==> config.mk <==
export PLATFORM = sky130hd
export DESIGN_NAME = iobus_port_bank
export DESIGN_NICKNAME = d
export VERILOG_FILES = /design/src/rtl/iobus_pkg.sv /design/src/rtl/iobus_stream_fifo.sv /design/src/rtl/iobus_port_bank.sv
export SDC_FILE = /design/constraint.sdc
export NUM_CORES = 1
export LEC_CHECK = 0
export ABC_CLOCK_PERIOD_IN_PS = 5700
export CAP_MARGIN = 0
export CORE_MARGIN = 5
export CORE_UTILIZATION = 45
export DETAILED_ROUTE_END_ITERATION = 16
export GPL_TIMING_DRIVEN = 0
export PLACE_DENSITY_LB_ADDON = 0.2
export REMOVE_ABC_BUFFERS = 1
export SETUP_SLACK_MARGIN = 0.4
export SLEW_MARGIN = 10
export SYNTH_ARGS = -nofsm -noshare
export SYNTH_HDL_FRONTEND = slang
export SYNTH_SLANG_ARGS = --single-unit
==> constraint.sdc <==
create_clock -name clk -period 5.7 [get_ports clk]
set_input_delay 0.855 -clock clk [delete_from_list [all_inputs] [get_ports clk]]
set_output_delay 0.855 -clock clk [all_outputs]
set_load 0.005 [all_outputs]
==> src/rtl/iobus_pkg.sv <==
// rtl/iobus_pkg.sv - shared constants for the I/O bus port bank
package iobus_pkg;

    localparam int WORD_W = 32;

    localparam logic [WORD_W-1:0] DEF_OUT_BASE    = 32'h1100C000;
    localparam logic [WORD_W-1:0] DEF_IN_BASE     = 32'h11008000;
    localparam logic [WORD_W-1:0] DEF_STREAM_ADDR = 32'h1100C040;
    localparam logic [WORD_W-1:0] DEF_STATUS_ADDR = 32'h1100C044;
    localparam logic [WORD_W-1:0] DEF_MASK_ADDR   = 32'h1100C048;

    // Status word layout
    localparam int PEND_LSB  = 0;
    localparam int OVF_BIT   = 8;
    localparam int FULL_BIT  = 9;
    localparam int EMPTY_BIT = 10;
    localparam int COUNT_LSB = 16;

endpackage

==> src/rtl/iobus_stream_fifo.sv <==
// rtl/iobus_stream_fifo.sv - first-word fall-through stream FIFO
//
// Ports: clk, rst_n (async active-low), push/push_data (write side),
// pop (consumer accept), head (oldest entry), full, empty, count.
module iobus_stream_fifo #(
    parameter int DEPTH = 8,
    parameter int WIDTH = 32
) (
    input  logic                     clk,
    input  logic                     rst_n,
    input  logic                     push,
    input  logic [WIDTH-1:0]         push_data,
    input  logic                     pop,
    output logic [WIDTH-1:0]         head,
    output logic                     full,
    output logic                     empty,
    output logic [$clog2(DEPTH):0]   count
);

    localparam int AW = $clog2(DEPTH);

    logic [WIDTH-1:0] r_mem [DEPTH];
    logic [AW-1:0]    r_wr_ptr;
    logic [AW-1:0]    r_rd_ptr;
    logic [AW:0]      r_count;
    logic             w_do_pop;
    logic             w_do_push;

    assign empty = (r_count == '0);
    assign full  = (r_count == (AW+1)'(DEPTH));
    assign count = r_count;
    assign head  = r_mem[r_rd_ptr];

    // A pop frees a slot in the same cycle, so a push into a full FIFO
    // still lands when the consumer is draining.
    assign w_do_pop  = pop & ~empty;
    assign w_do_push = push & (~full | w_do_pop);

    always_ff @(posedge clk or negedge rst_n) begin
        if (!rst_n) begin
            r_wr_ptr <= '0;
            r_rd_ptr <= '0;
            r_count  <= '0;
        end else begin
            if (w_do_push) r_wr_ptr <= r_wr_ptr + 1'b1;
            if (w_do_pop)  r_rd_ptr <= r_rd_ptr + 1'b1;
            r_count <= r_count + {{AW{1'b0}}, w_do_push} - {{AW{1'b0}}, w_do_pop};
        end
    end

    // Storage needs no reset; occupancy is tracked by the pointers.
    always_ff @(posedge clk) begin
        if (w_do_push) r_mem[r_wr_ptr] <= push_data;
    end

endmodule

==> src/rtl/iobus_port_bank.sv <==
// rtl/iobus_port_bank.sv - memory-mapped output/input/stream port bank
//
// Ports: clk, rst_n (async active-low); iobus_addr/iobus_out/iobus_wr
// (CPU store), iobus_in (combinational read data); out_regs_o/out_strobe_o
// (output registers and write pulses); in_ports_i (async inputs);
// stream_data_o/stream_valid_o/stream_ready_i (queued write stream);
// intr_o (registered masked change interrupt).
module iobus_port_bank
    import iobus_pkg::*;
#(
    parameter int                N_OUT       = 5,
    parameter int                N_IN        = 3,
    parameter logic [WORD_W-1:0] OUT_BASE    = DEF_OUT_BASE,
    parameter logic [WORD_W-1:0] IN_BASE     = DEF_IN_BASE,
    parameter logic [WORD_W-1:0] STREAM_ADDR = DEF_STREAM_ADDR,
    parameter logic [WORD_W-1:0] STATUS_ADDR = DEF_STATUS_ADDR,
    parameter logic [WORD_W-1:0] MASK_ADDR   = DEF_MASK_ADDR,
    parameter int                FIFO_DEPTH  = 8
) (
    input  logic                          clk,
    input  logic                          rst_n,
    input  logic [WORD_W-1:0]             iobus_addr,
    input  logic [WORD_W-1:0]             iobus_out,
    input  logic                          iobus_wr,
    output logic [WORD_W-1:0]             iobus_in,
    output logic [N_OUT-1:0][WORD_W-1:0]  out_regs_o,
    output logic [N_OUT-1:0]              out_strobe_o,
    input  logic [N_IN-1:0][WORD_W-1:0]   in_ports_i,
    output logic [WORD_W-1:0]             stream_data_o,
    output logic                          stream_valid_o,
    input  logic                          stream_ready_i,
    output logic                          intr_o
);

    localparam int CW = $clog2(FIFO_DEPTH) + 1;

    logic [N_OUT-1:0][WORD_W-1:0] r_out;
    logic [N_OUT-1:0]             r_strobe;
    logic [N_IN-1:0][WORD_W-1:0]  r_sync1;
    logic [N_IN-1:0][WORD_W-1:0]  r_sync2;
    logic [N_IN-1:0][WORD_W-1:0]  r_prev;
    logic [N_IN-1:0]              r_pend;
    logic [N_IN-1:0]              r_mask;
    logic                         r_ovf;
    logic                         r_intr;

    logic [N_OUT-1:0]             w_out_hit;
    logic                         w_stream_wr;
    logic                         w_mask_wr;
    logic                         w_status_wr;
    logic [N_IN-1:0]              w_change;
    logic [N_IN-1:0]              w_pend_clr;
    logic                         w_ovf_set;
    logic                         w_ovf_clr;
    logic                         w_pop;
    logic                         w_full;
    logic                         w_empty;
    logic [CW-1:0]                w_count;
    logic [WORD_W-1:0]            w_status;

    // Write decode
    always_comb begin
        for (int i = 0; i < N_OUT; i++) begin
            w_out_hit[i] = iobus_wr && (iobus_addr == OUT_BASE + 32'(4 * i));
        end
    end

    assign w_stream_wr = iobus_wr && (iobus_addr == STREAM_ADDR);
    assign w_mask_wr   = iobus_wr && (iobus_addr == MASK_ADDR);
    assign w_status_wr = iobus_wr && (iobus_addr == STATUS_ADDR);

    assign w_pend_clr = w_status_wr ? iobus_out[PEND_LSB +: N_IN] : '0;
    assign w_ovf_clr  = w_status_wr & iobus_out[OVF_BIT];
    assign w_pop      = stream_ready_i & ~w_empty;
    // A store to a full FIFO is lost unless the consumer frees a slot this cycle.
    assign w_ovf_set  = w_stream_wr & w_full & ~w_pop;

    always_comb begin
        for (int i = 0; i < N_IN; i++) begin
            w_change[i] = (r_sync2[i] != r_prev[i]);
        end
    end

    // Output registers and their one-cycle write strobes
    always_ff @(posedge clk or negedge rst_n) begin
        if (!rst_n) begin
            r_out    <= '0;
            r_strobe <= '0;
        end else begin
            for (int i = 0; i < N_OUT; i++) begin
                if (w_out_hit[i]) r_out[i] <= iobus_out;
            end
            r_strobe <= w_out_hit;
        end
    end

    // Input synchronisers, change detect, pending/mask/interrupt, overflow.
    // A new change sets pending even when W1C hits the same bit.
    always_ff @(posedge clk or negedge rst_n) begin
        if (!rst_n) begin
            r_sync1 <= '0;
            r_sync2 <= '0;
            r_prev  <= '0;
            r_pend  <= '0;
            r_mask  <= '0;
            r_ovf   <= 1'b0;
            r_intr  <= 1'b0;
        end else begin
            r_sync1 <= in_ports_i;
            r_sync2 <= r_sync1;
            r_prev  <= r_sync2;
            r_pend  <= (r_pend & ~w_pend_clr) | w_change;
            r_intr  <= |(r_pend & r_mask);
            if (w_mask_wr) r_mask <= iobus_out[N_IN-1:0];
            r_ovf   <= w_ovf_set | (r_ovf & ~w_ovf_clr);
        end
    end

    iobus_stream_fifo #(
        .DEPTH (FIFO_DEPTH),
        .WIDTH (WORD_W)
    ) u_fifo (
        .clk       (clk),
        .rst_n     (rst_n),
        .push      (w_stream_wr),
        .push_data (iobus_out),
        .pop       (w_pop),
        .head      (stream_data_o),
        .full      (w_full),
        .empty     (w_empty),
        .count     (w_count)
    );

    always_comb begin
        w_status                      = '0;
        w_status[PEND_LSB +: N_IN]    = r_pend;
        w_status[OVF_BIT]             = r_ovf;
        w_status[FULL_BIT]            = w_full;
        w_status[EMPTY_BIT]           = w_empty;
        w_status[COUNT_LSB +: CW]     = w_count;
    end

    // Read mux, independent of the write strobe
    always_comb begin
        iobus_in = '0;
        for (int i = 0; i < N_OUT; i++) begin
            if (iobus_addr == OUT_BASE + 32'(4 * i)) iobus_in = r_out[i];
        end
        for (int i = 0; i < N_IN; i++) begin
            if (iobus_addr == IN_BASE + 32'(4 * i)) iobus_in = r_sync2[i];
        end
        if (iobus_addr == STATUS_ADDR) iobus_in = w_status;
        if (iobus_addr == MASK_ADDR)   iobus_in[N_IN-1:0] = r_mask;
    end

    assign out_regs_o     = r_out;
    assign out_strobe_o   = r_strobe;
    assign stream_valid_o = ~w_empty;
    assign intr_o         = r_intr;

endmodule

Yosys cells after proc, flatten, opt, wreduce, memory -nomap -nowiden
Memories as Yosys holds them, arrays and structs flattened.
Index checks and enable logic that the tools add are counted.
{"block": "totals", "ff_bits": 471, "in_bits": 164, "out_inout_bits": 231, "mem_count": 1, "mem_bits_rw": 256, "wordCells": 82}
{"memory": "u_fifo.r_mem", "depth": 8, "word_bits": 32, "read_ports": 1, "rd_clocked_by_memory_dff": 0, "write_ports": 1, "line_no": "iobus_stream_fifo.sv:22", "rtl": "logic [WIDTH-1:0] r_mem [DEPTH];"}
{"block": "classes", "mux": 13, "n_eq_ne": 15, "n_addsub": 4, "reduce_logical": 10, "n_bitwise": 17}
{"op": "$eq A32 B29 Y1 const B", "n": 11}
{"op": "$mux W32", "n": 9}
{"op": "$ne A32 B32 Y1", "n": 3}
{"op": "$logic_and A1 B1 Y1", "n": 8}
{"op": "$and A1 B1 Y1", "n": 7}
{"op": "$add A3 B1 Y3 const B", "n": 2}
{"op": "$and A3 B3 Y3", "n": 2}
{"op": "$mux W3", "n": 2}
{"op": "$add A4 B1 Y4", "n": 1}
{"op": "$eq A4 B4 Y1 const B", "n": 1}
{"op": "$logic_not A4 Y1", "n": 1}
{"op": "$not A1 Y1", "n": 4}
{"op": "$sub A4 B1 Y4", "n": 1}
{"op": "$not A3 Y3", "n": 1}
{"op": "$or A3 B3 Y3", "n": 1}
{"op": "$reduce_or A3 Y1", "n": 1}
{"op": "$mux W1", "n": 2}
{"op": "$or A1 B1 Y1", "n": 2}

Depth between registers and ports, before layout
Gate-level depths: netlist of run 1.
{"block": "logic_depth", "word_depth": 11, "mapped_depth": 11, "ltp_nobuf": 11}

By module
A second synthesis of run 1 with hierarchy kept.
{"block": "hier_totals", "hier_cells": 1734, "hier_area_um2": 27392.5}
{"mod": "iobus_port_bank", "n_inst": 1, "cells_per_inst": 1304, "seq_area_each_um2": 11536.1, "area_per_inst_um2": 17095.1}
{"mod": "iobus_stream_fifo", "n_inst": 1, "cells_per_inst": 430, "seq_area_each_um2": 7937.6, "area_per_inst_um2": 10297.4}

Worst setup path before layout of run 1
OpenSTA, ideal clock, no wires.
{"block": "synth_path", "kind": "input to register", "startpoint": "in iobus_addr[8]", "endpoint": "mem u_fifo.r_mem[1][0] (enable)", "n_path_buf": 0, "cell_stages": 5, "setup_slack_ps": 826, "arrival_time_ps": 4413, "setup_time_ps": 461, "t_required_ps": 5239, "cell_sequence": "nor4b_4 nand4_2 nor4_4 nand2_1 nor3_1"}
{"block": "synth_between", "elab_chain_len": 5}
{"element": "from (decl)", "line_no": "iobus_port_bank.sv:22", "rtl": "input logic [WORD_W-1:0] iobus_addr,"}
{"element": "$eq A32 B29 Y1", "line_no": "iobus_port_bank.sv:68", "rtl": "assign w_stream_wr = iobus_wr && (iobus_addr == STREAM_ADDR);"}
{"element": "$logic_and A1 B1 Y1", "line_no": "iobus_port_bank.sv:68"}
{"element": "$and A1 B1 Y1", "line_no": "iobus_stream_fifo.sv:37", "rtl": "assign w_do_push = push & (~full | w_do_pop);"}
{"element": "net u_fifo.w_do_push", "line_no": "iobus_stream_fifo.sv:27", "rtl": "logic w_do_push;"}
{"element": "$mux W1", "line_no": "iobus_stream_fifo.sv:53", "rtl": "if (w_do_push) r_mem[r_wr_ptr] <= push_data;"}
{"element": "$mux W1 (implied by the code)", "line_no": "iobus_stream_fifo.sv:53"}
{"element": "to (decl)", "line_no": "iobus_stream_fifo.sv:22"}
The timed path passes the listed nets, and every way through them passes these cells.

Final worst setup path of run 1
{"block": "layout_path", "startpoint": "in iobus_addr[9]", "endpoint": "out iobus_in[8]"}
{"block": "layout_between", "elab_chain_len": 10, "word_cells_on_any_way": 18, "cone_classes": "9 x eq/ne; 9 x mux"}
{"element": "$eq A32 B29 Y1", "line_no": "iobus_port_bank.sv:147", "rtl": "if (iobus_addr == OUT_BASE + 32'(4 * i)) iobus_in = r_out[i];"}
{"element": "$mux W32 (5 in series)", "line_no": "iobus_port_bank.sv:147"}
{"element": "$mux W32 (3 in series)", "line_no": "iobus_port_bank.sv:150", "rtl": "if (iobus_addr == IN_BASE + 32'(4 * i)) iobus_in = r_sync2[i];"}
{"element": "$mux W32 (*)", "line_no": "iobus_port_bank.sv:152", "rtl": "if (iobus_addr == STATUS_ADDR) iobus_in = w_status;"}
{"element": "to (decl)", "line_no": "iobus_port_bank.sv:25", "rtl": "output logic [WORD_W-1:0] iobus_in,"}
Mark *: on every way between the ends. The rest lies on a longest branch, timed or not.

==> results of run 1 <==
## critical path, cell delays in order
cell and delay (ns):
clkdlybuf4s50_1 0.42, nor3_2 0.63, nand4_4 0.45, nor3_4 0.64, nor2_1 0.25, a32oi_1 0.45
clkdlybuf4s50_1 0.60
## layer usage
layer	track usage	vias to the layer above
li1	-	7321
met1	0.333	8809
met2	0.382	640
met3	0.0510	132
met4	0.0891	2
met5	0	-
## metrics by stage
step / setup WS [ns] / hold WS (ns) / utilization / cells
after floorplan: 0.663 / 0.331 / - / 1632
after global placement: -16.42 / 0.334 / 0.531 / 2808
after detailed placement: -0.696 / 0.335 / 0.545 / 2854
after CTS: 0.416 / 0.213 / 0.590 / 3006
after global routing: 0.391 / 0.258 / 0.591 / 3017
final: 0.531 / 0.218 / 0.592 / 3020
## kinds of logic (layout without fill, tap and decap cells)
kind of cell,Yosys count,count (layout),synth area share
XOR/XNOR,102,102,0.0324
multiplexers,230,230,0.127
AND/OR/NAND/NOR,404,405,0.0773
buffers and inverters,94,613,0.0141
adder cells (fa/ha/maj),9,9,0.00436
flip-flops,727,727,0.706
other,0,4,0
AO/OA/AOI/OAI,148,148,0.0385
## timing repair
item,4_1_cts,5_1_grt
cloned,1,0
hold buffers,0,0
pin swaps,8,4
gates resized for setup,10,2
endpoints found under the setup margin,32,23
hold endpoints to repair,0,0
setup buffers,18,10
## state kept, by name, indices dropped and copies added, names as in the netlist, 4 cells and up
signal	flops
u_fifo.count	4
r_sync2	96
r_prev	96
u_fifo.r_mem	256
r_sync1	96
out_regs_o	160
out_strobe_o	5
## how the worst min path moves through the flow
| stage | start | endpoint | slack, ns | cells past startpoint |
|---|---|---|---|---|
| floorplan | r_sync1[0] | r_sync2[0] | 0.33 | 0 |
| global placement | r_sync1[41] | r_sync2[41] | 0.33 | 0 |
| detailed placement | r_sync1[22] | r_sync2[22] | 0.33 | 0 |
| CTS | rst_n | r_mask[1] | 0.21 | 1 |
| global route | rst_n | r_sync1[71] | 0.26 | 1 |
| finish | rst_n | r_sync1[71] | 0.22 | 1 |
## report_power, final
| group | switching (mW) | internal, mW |
|---|---|---|
| Combinational | 0.726 | 1.09 |
| Clock | 1.99 | 2.96 |
| Sequential | 0.223 | 5.55 |
## layout make-up
cell class | count | area, sq um
fill | 4615 | 24700
clock inverter | 32 | 350
clock buffer | 101 | 2150
inverter | 12 | 45.0
sequential | 727 | 19500
tap | 782 | 978
multi-input combinational | 894 | 7920
antenna | 4 | 10.0
timing repair buffer | 468 | 4910
## cell usage in the layout, fill, tap and decap left out, drive strengths merged, types with 5 or more instances in the layout
| cell type | synthesis | layout |
|---|---|---|
| nor3 | 18 | 18 |
| nand2 | 230 | 230 |
| nor4b | 6 | 6 |
| xor2 | 99 | 99 |
| a222oi | 5 | 5 |
| nor2 | 16 | 16 |
| a22o | 6 | 6 |
| nand3 | 13 | 13 |
| dfrtp | 471 | 471 |
| clkdlybuf4s50 | 0 | 391 |
| a31oi | 7 | 7 |
| and4 | 10 | 10 |
| a22oi | 10 | 10 |
| a221oi | 15 | 15 |
| inv | 12 | 13 |
| o21ai | 35 | 35 |
| mux2i | 12 | 12 |
| edfxtp | 256 | 256 |
| nand4 | 30 | 31 |
| bufinv | 0 | 7 |
| buf | 31 | 77 |
| nor4 | 61 | 61 |
| clkinvlp | 0 | 5 |
| a21oi | 24 | 24 |
| o22ai | 11 | 11 |
| a211o | 18 | 18 |
| clkbuf | 51 | 101 |
| ha | 8 | 8 |
| mux4 | 83 | 83 |
| mux2 | 135 | 135 |
| clkinv | 0 | 19 |
==> results by group, run 1 <==
Outcome
  – Status: complete, no violations

Detailed routing
  – Met1 WL: 33500 um
  – # DRC: 0
  – Drt first-iter violations: 1442
  – Metal3 WL: 5550 um
  – Pre-antenna DRT Iters: 7
  – Post-Route WL: 80900 um
  – Met2 wire length: just under 40000 um
  – DR vias: 16904
  – DR WL/cell: about 27 um
  – Highest routed layer: met5
  – Routed Antenna Nets: 0
  – Via density: 5.60

Power
  – Leakage power: 14.5 nW
  – Maximum vdd ir drop: ~0.21 mV
  – Power Density: 350 nW/um^2
  – Total power: 12.5 mW

Timing
  – Fmax: 193 MHz
  – Crit share post-route: 0.907
  – Max-slew violations: 0
  – Hold Fails Final Rpt: 0
  – Final Skew: 0.0320 ns
  – RSZ-0062 raised after global routing: no
  – Max_slew headroom: 0.243
  – Setup TNS: 0 ns
  – Final setup vio count: 0
  – Worst Max-Slew Pin Slew: 1.13 ns
  – Minimum clock period: 5.17 ns

Clock network
  – Count of clock tree sinks: roughly 730
  – CTS tree: yes
  – CTS root buf: clkbuf_16
  – Clock Tree Buf Depth: 3
  – Clk_lat worst skew: 0.62 ns
  – Clk slew on worst S/H paths: ~0.060 ns
  – Htree depth: 3
  – TritonCTS Buffers: 75

Setup path
  – R2R cell count: 9
  – CP startpoint: iobus_addr[9]
  – Setup crit end: iobus_in[8]
  – Critical path capture point type: output port
  – WP data required: 4.85 ns
  – FF-to-FF End: u_fifo.r_mem[0][7]
  – Crit-path max FO: 18
  – Reg-to-reg startpoint: u_fifo.count[2]
  – Critical path class: primary input to output port
  – Reg2reg setup slack: 2.34 ns
  – Startpoint class of the critical path: primary input
  – CP arrival: 4.31 ns

Global route
  – All-layer global routing usage: 0.241
  – Grt ovf: 0
  – Global-route wire length before repair: 119000 um
  – Antenna violations before repair: 6
  – Vias in the first global route: roughly 18000
  – Largest net degree at the start of global routing: 120

Yosys
  – Syn_area_per_cell: 16.1 sq um
  – Synthesized flop and latch total: about 730
  – Sequential area share after synthesis: 0.706
  – Top-area cell type share of the netlist area: 0.427
  – Yosys top cell by area: dfrtp_1
  – Synth Instances: approximately 1700
  – Ys Warns: 0
  – Most common cell in the netlist: dfrtp_1
  – Synth Flop Type: dfrtp_1
  – Synth top area cells: dfrtp_1 (43%), edfxtp_1 (28%), mux4_2 (6.8%), mux2_2 (4.2%), xor2_1 (3.1%)
  – Commonest cells post-synth: dfrtp_1 (471), edfxtp_1 (256), nand2_1 (228)
  – FFs w/ async S/R, synth: 0.648
  – Synth cell types: between 60 and 70
  – Post-synth EDFFs: 256
  – Mapped Area: 27600 sq um

Die
  – I/O pin total: 395
  – Core Box Area: ~61000 sq um
  – FP Rows: 90
  – Die Wd: 258 um
  – Die ar.: 66300 sq um
  – Initial Util: 0.455
  – Chip height: 258 um

Cells and area
  – Layout cell share with drive strength beyond 1: 0.194
  – Post-route cell area: about 36000 sq um
  – Layout area overhead: 30.0%
  – Nets: 2351

Placement
  – Port bufs: 394
  – HPWL after DPL: 56700 um
  – GP Congestion: 0.883
  – DP Area: 33000 sq um

Min path
  – Worst Hold Class: primary input to asynchronous set/reset pin

Job
  – # Max-Cap Violations: 0
Power figures use the tool's default switching activity.
==> run 2, diff against run 1 <==
--- a/config.mk
+++ b/config.mk
@@ -9,6 +9,7 @@
 export CAP_MARGIN = 0
 export CORE_MARGIN = 5
 export CORE_UTILIZATION = 45
+export CTS_CLUSTER_SIZE = 16
 export DETAILED_ROUTE_END_ITERATION = 16
 export GPL_TIMING_DRIVEN = 0
 export PLACE_DENSITY_LB_ADDON = 0.2
==> results of run 2 <==
The final DEF is identical to that of run 1; final timing and power are the same.
==> run 3, diff against run 2 <==
--- a/config.mk
+++ b/config.mk
@@ -7,6 +7,7 @@
 export LEC_CHECK = 0
 export ABC_CLOCK_PERIOD_IN_PS = 5700
 export CAP_MARGIN = 0
+export CORE_ASPECT_RATIO = 1.4
 export CORE_MARGIN = 5
 export CORE_UTILIZATION = 45
 export CTS_CLUSTER_SIZE = 16
==> results by group, run 3 (synthesis gave the netlist of run 1 again) <==
Outcome
  – Status: complete, no violations

Clock network
  – Clk_lat worst skew: approximately 0.6 ns
  – Clk slew on worst S/H paths: roughly 0.060 ns
  – TritonCTS Buffers: 69
  – Clock Tree Buf Depth: 3
  – CTS tree: yes
  – Htree depth: 3
  – Count of clock tree sinks: slightly above 700
  – CTS root buf: clkbuf_16

Timing
  – Hold slack: between 0.3 and 0.4 ns
  – Minimum clock period: 5.22 ns
  – Fmax: 191 MHz
  – Final worst slack: 0.475 ns
  – Final setup vio count: 0
  – Max_slew headroom: 0.232
  – Final Skew: ~0.029 ns
  – RSZ-0062 raised after global routing: no
  – Crit share post-route: 0.917
  – Hold Fails Final Rpt: 0
  – Max-slew violations: 0
  – Worst Max-Slew Pin Slew: around 1.1 ns

Global route
  – Largest net degree at the start of global routing: around 120
  – Vias in the first global route: 17594
  – All-layer global routing usage: 0.240
  – Global-route wire length before repair: 117000 um
  – Grt ovf: 0
  – Antenna violations before repair: 3

Setup path
  – Worst stage delay on the critical path: 0.76 ns
  – CP Buf/Inv Count: 2
  – Critical path class: primary input to output port
  – Startpoint class of the critical path: primary input
  – Worst path top cell family by delay: simple AND/OR/NAND/NOR gates
  – Crit-path max FO: 18
  – Reg-to-reg startpoint: u_fifo.count[2]
  – Critical path capture point type: output port
  – WP data required: between 4 and 5 ns
  – Crit path max-delay cell type: nor3_4
  – CP startpoint: iobus_addr[8]
  – CP cell instances: clkdlybuf4s50_1 -> nor4b_4 -> nand4_4 -> nor3_4 -> a21oi_1 -> a21oi_1 -> clkdlybuf4s50_1
  – CP arrival: 4.37 ns

Placement
  – DP Area: ~33000 sq um
  – Pre-CTS WS: -0.400 ns
  – GP Congestion: between 0.9 and 1
  – Port bufs: 394
  – HPWL after DPL: 57600 um

Power
  – Part of the power in combinational logic: 0.147
  – NetSw: ~2.8 mW
  – Total power: 12.3 mW
  – Reg power frac: 0.469
  – Power share of the clock group: 0.384
  – Leakage power: between 10 and 15 nW
  – Maximum vdd ir drop: 0.315 mV
  – P_int: ~9.4 mW
  – Sw Share: 0.231
  – Power Density: 345 nW/um^2

Detailed routing
  – Drt first-iter violations: 1271
  – DR WL/cell: 26.2 um
  – Via density: roughly 5.5
  – # DRC: 0
  – Pre-antenna DRT Iters: 5
  – Routed Antenna Nets: 0
  – Post-Route WL: 79700 um
  – DR vias: 16612

Die
  – Die Wd: 219 um
  – Chip height: approximately 300 um
  – I/O pin total: a little under 400
  – FP Rows: between 100 and 150
  – Core Box Area: 60800 sq um
  – Initial Util: 0.454
  – Die ar.: 66400 sq um

Cells and area
  – Fill cells: about 4800
  – Layout area overhead: 29.0%
  – Nets: 2337
  – Reg with most FFs: u_fifo.r_mem
  – Max reg flops: 256
  – Most frequent cells in the layout: dfrtp_1 (468), clkdlybuf4s50_1 (391), edfxtp_1 (256)
  – Commonest non-fill, non-tap cell in the layout: dfrtp_1
  – Layout cell share with drive strength beyond 1: 0.188
  – Post-route cell area: 35600 sq um
  – Combined area of the multi-input logic cells: between 7000 and 8000 sq um
  – Register area: 19500 sq um

Job
  – # Max-Cap Violations: 0

Min path
  – Worst Hold Class: primary input to asynchronous set/reset pin
## run 3: cell types whose count changed in the layout (fill, tap and decap cells not counted), sizes merged
cell,delta
buf,-8
bufinv,+1
clkbuf,-4
clkinv,-5
clkinvlp,-2
diode,-2
inv,+2
## run 3: power groups by stage
stage	sequential, mW	combinational (mW)	clock, mW
floorplan	5.90	0.870	0
global placement	6.06	1.69	0
detailed placement	5.87	1.84	0
CTS	5.77	1.85	4.81
global route	5.79	1.95	5.03
finish	5.76	1.80	4.71
## run 3: timing repair
action / in CTS / in global routing
buffers inserted: 16 / 4
endpoints found under the hold margin: 0 / 0
hold buffers: 0 / 0
setup endpoints to repair: 32 / 16
cloned: 1 / 0
pin swaps: 8 / 0
gates resized for setup: 9 / 4
## run 3: metal layers
layer	up-vias	GRT usage	wire length (um)
met1	8533	0.298	29900
met2	638	0.406	40300
met3	162	0.0502	5250
met4	0	0.114	4250
li1	7279	-	-
met5	-	0	0
## run 3: worst paths after layout
check                           slack, ns  cells after the start                  end
worst max-delay path                 0.48                      7         iobus_in[14]
worst min-delay path                 0.30                      1          r_sync1[12]
worst max register to register       2.52                     10  u_fifo.r_mem[0][25]
worst min register to register       0.34                      0          r_sync2[43]
max in group asynchronous            3.49                      4       out_regs_o[17]
min in group clk                     0.34                      0          r_sync2[43]
## run 3: final cells by class
cell class | instances | area share
Clock buffer | 97 | 0.0558
Timing Repair Buffer | 460 | 0.134
Sequential cell | 727 | 0.547
Tap cell | 817 | 0.0287
Antenna cell | 2 | 0.000141
Inverter | 12 | 0.00127
Multi-Input combinational cell | 894 | 0.222
Clock inverter | 28 | 0.0103
## run 3: worst register-to-register path, stage by stage (launching register included)
cell	delay, ns
dfrtp_1	0.38
inv_1	0.10
ha_1	0.17
or3b_2	0.49
a2111oi_2	0.62
nor4_4	0.16
nand2b_1	0.33
nor3_2	0.16
buf_4	0.20
buf_4	0.19
buf_6	0.15
## run 3: stage by stage
step / std cells / utilization / setup TNS (ns)
after floorplan: 1632 / - / 0
after global placement: 2843 / 0.530 / -8913.88
after detailed placement: 2889 / 0.543 / -1.04
after CTS: 3031 / 0.585 / 0
after global routing: 3036 / 0.585 / 0
final: 3037 / 0.585 / 0
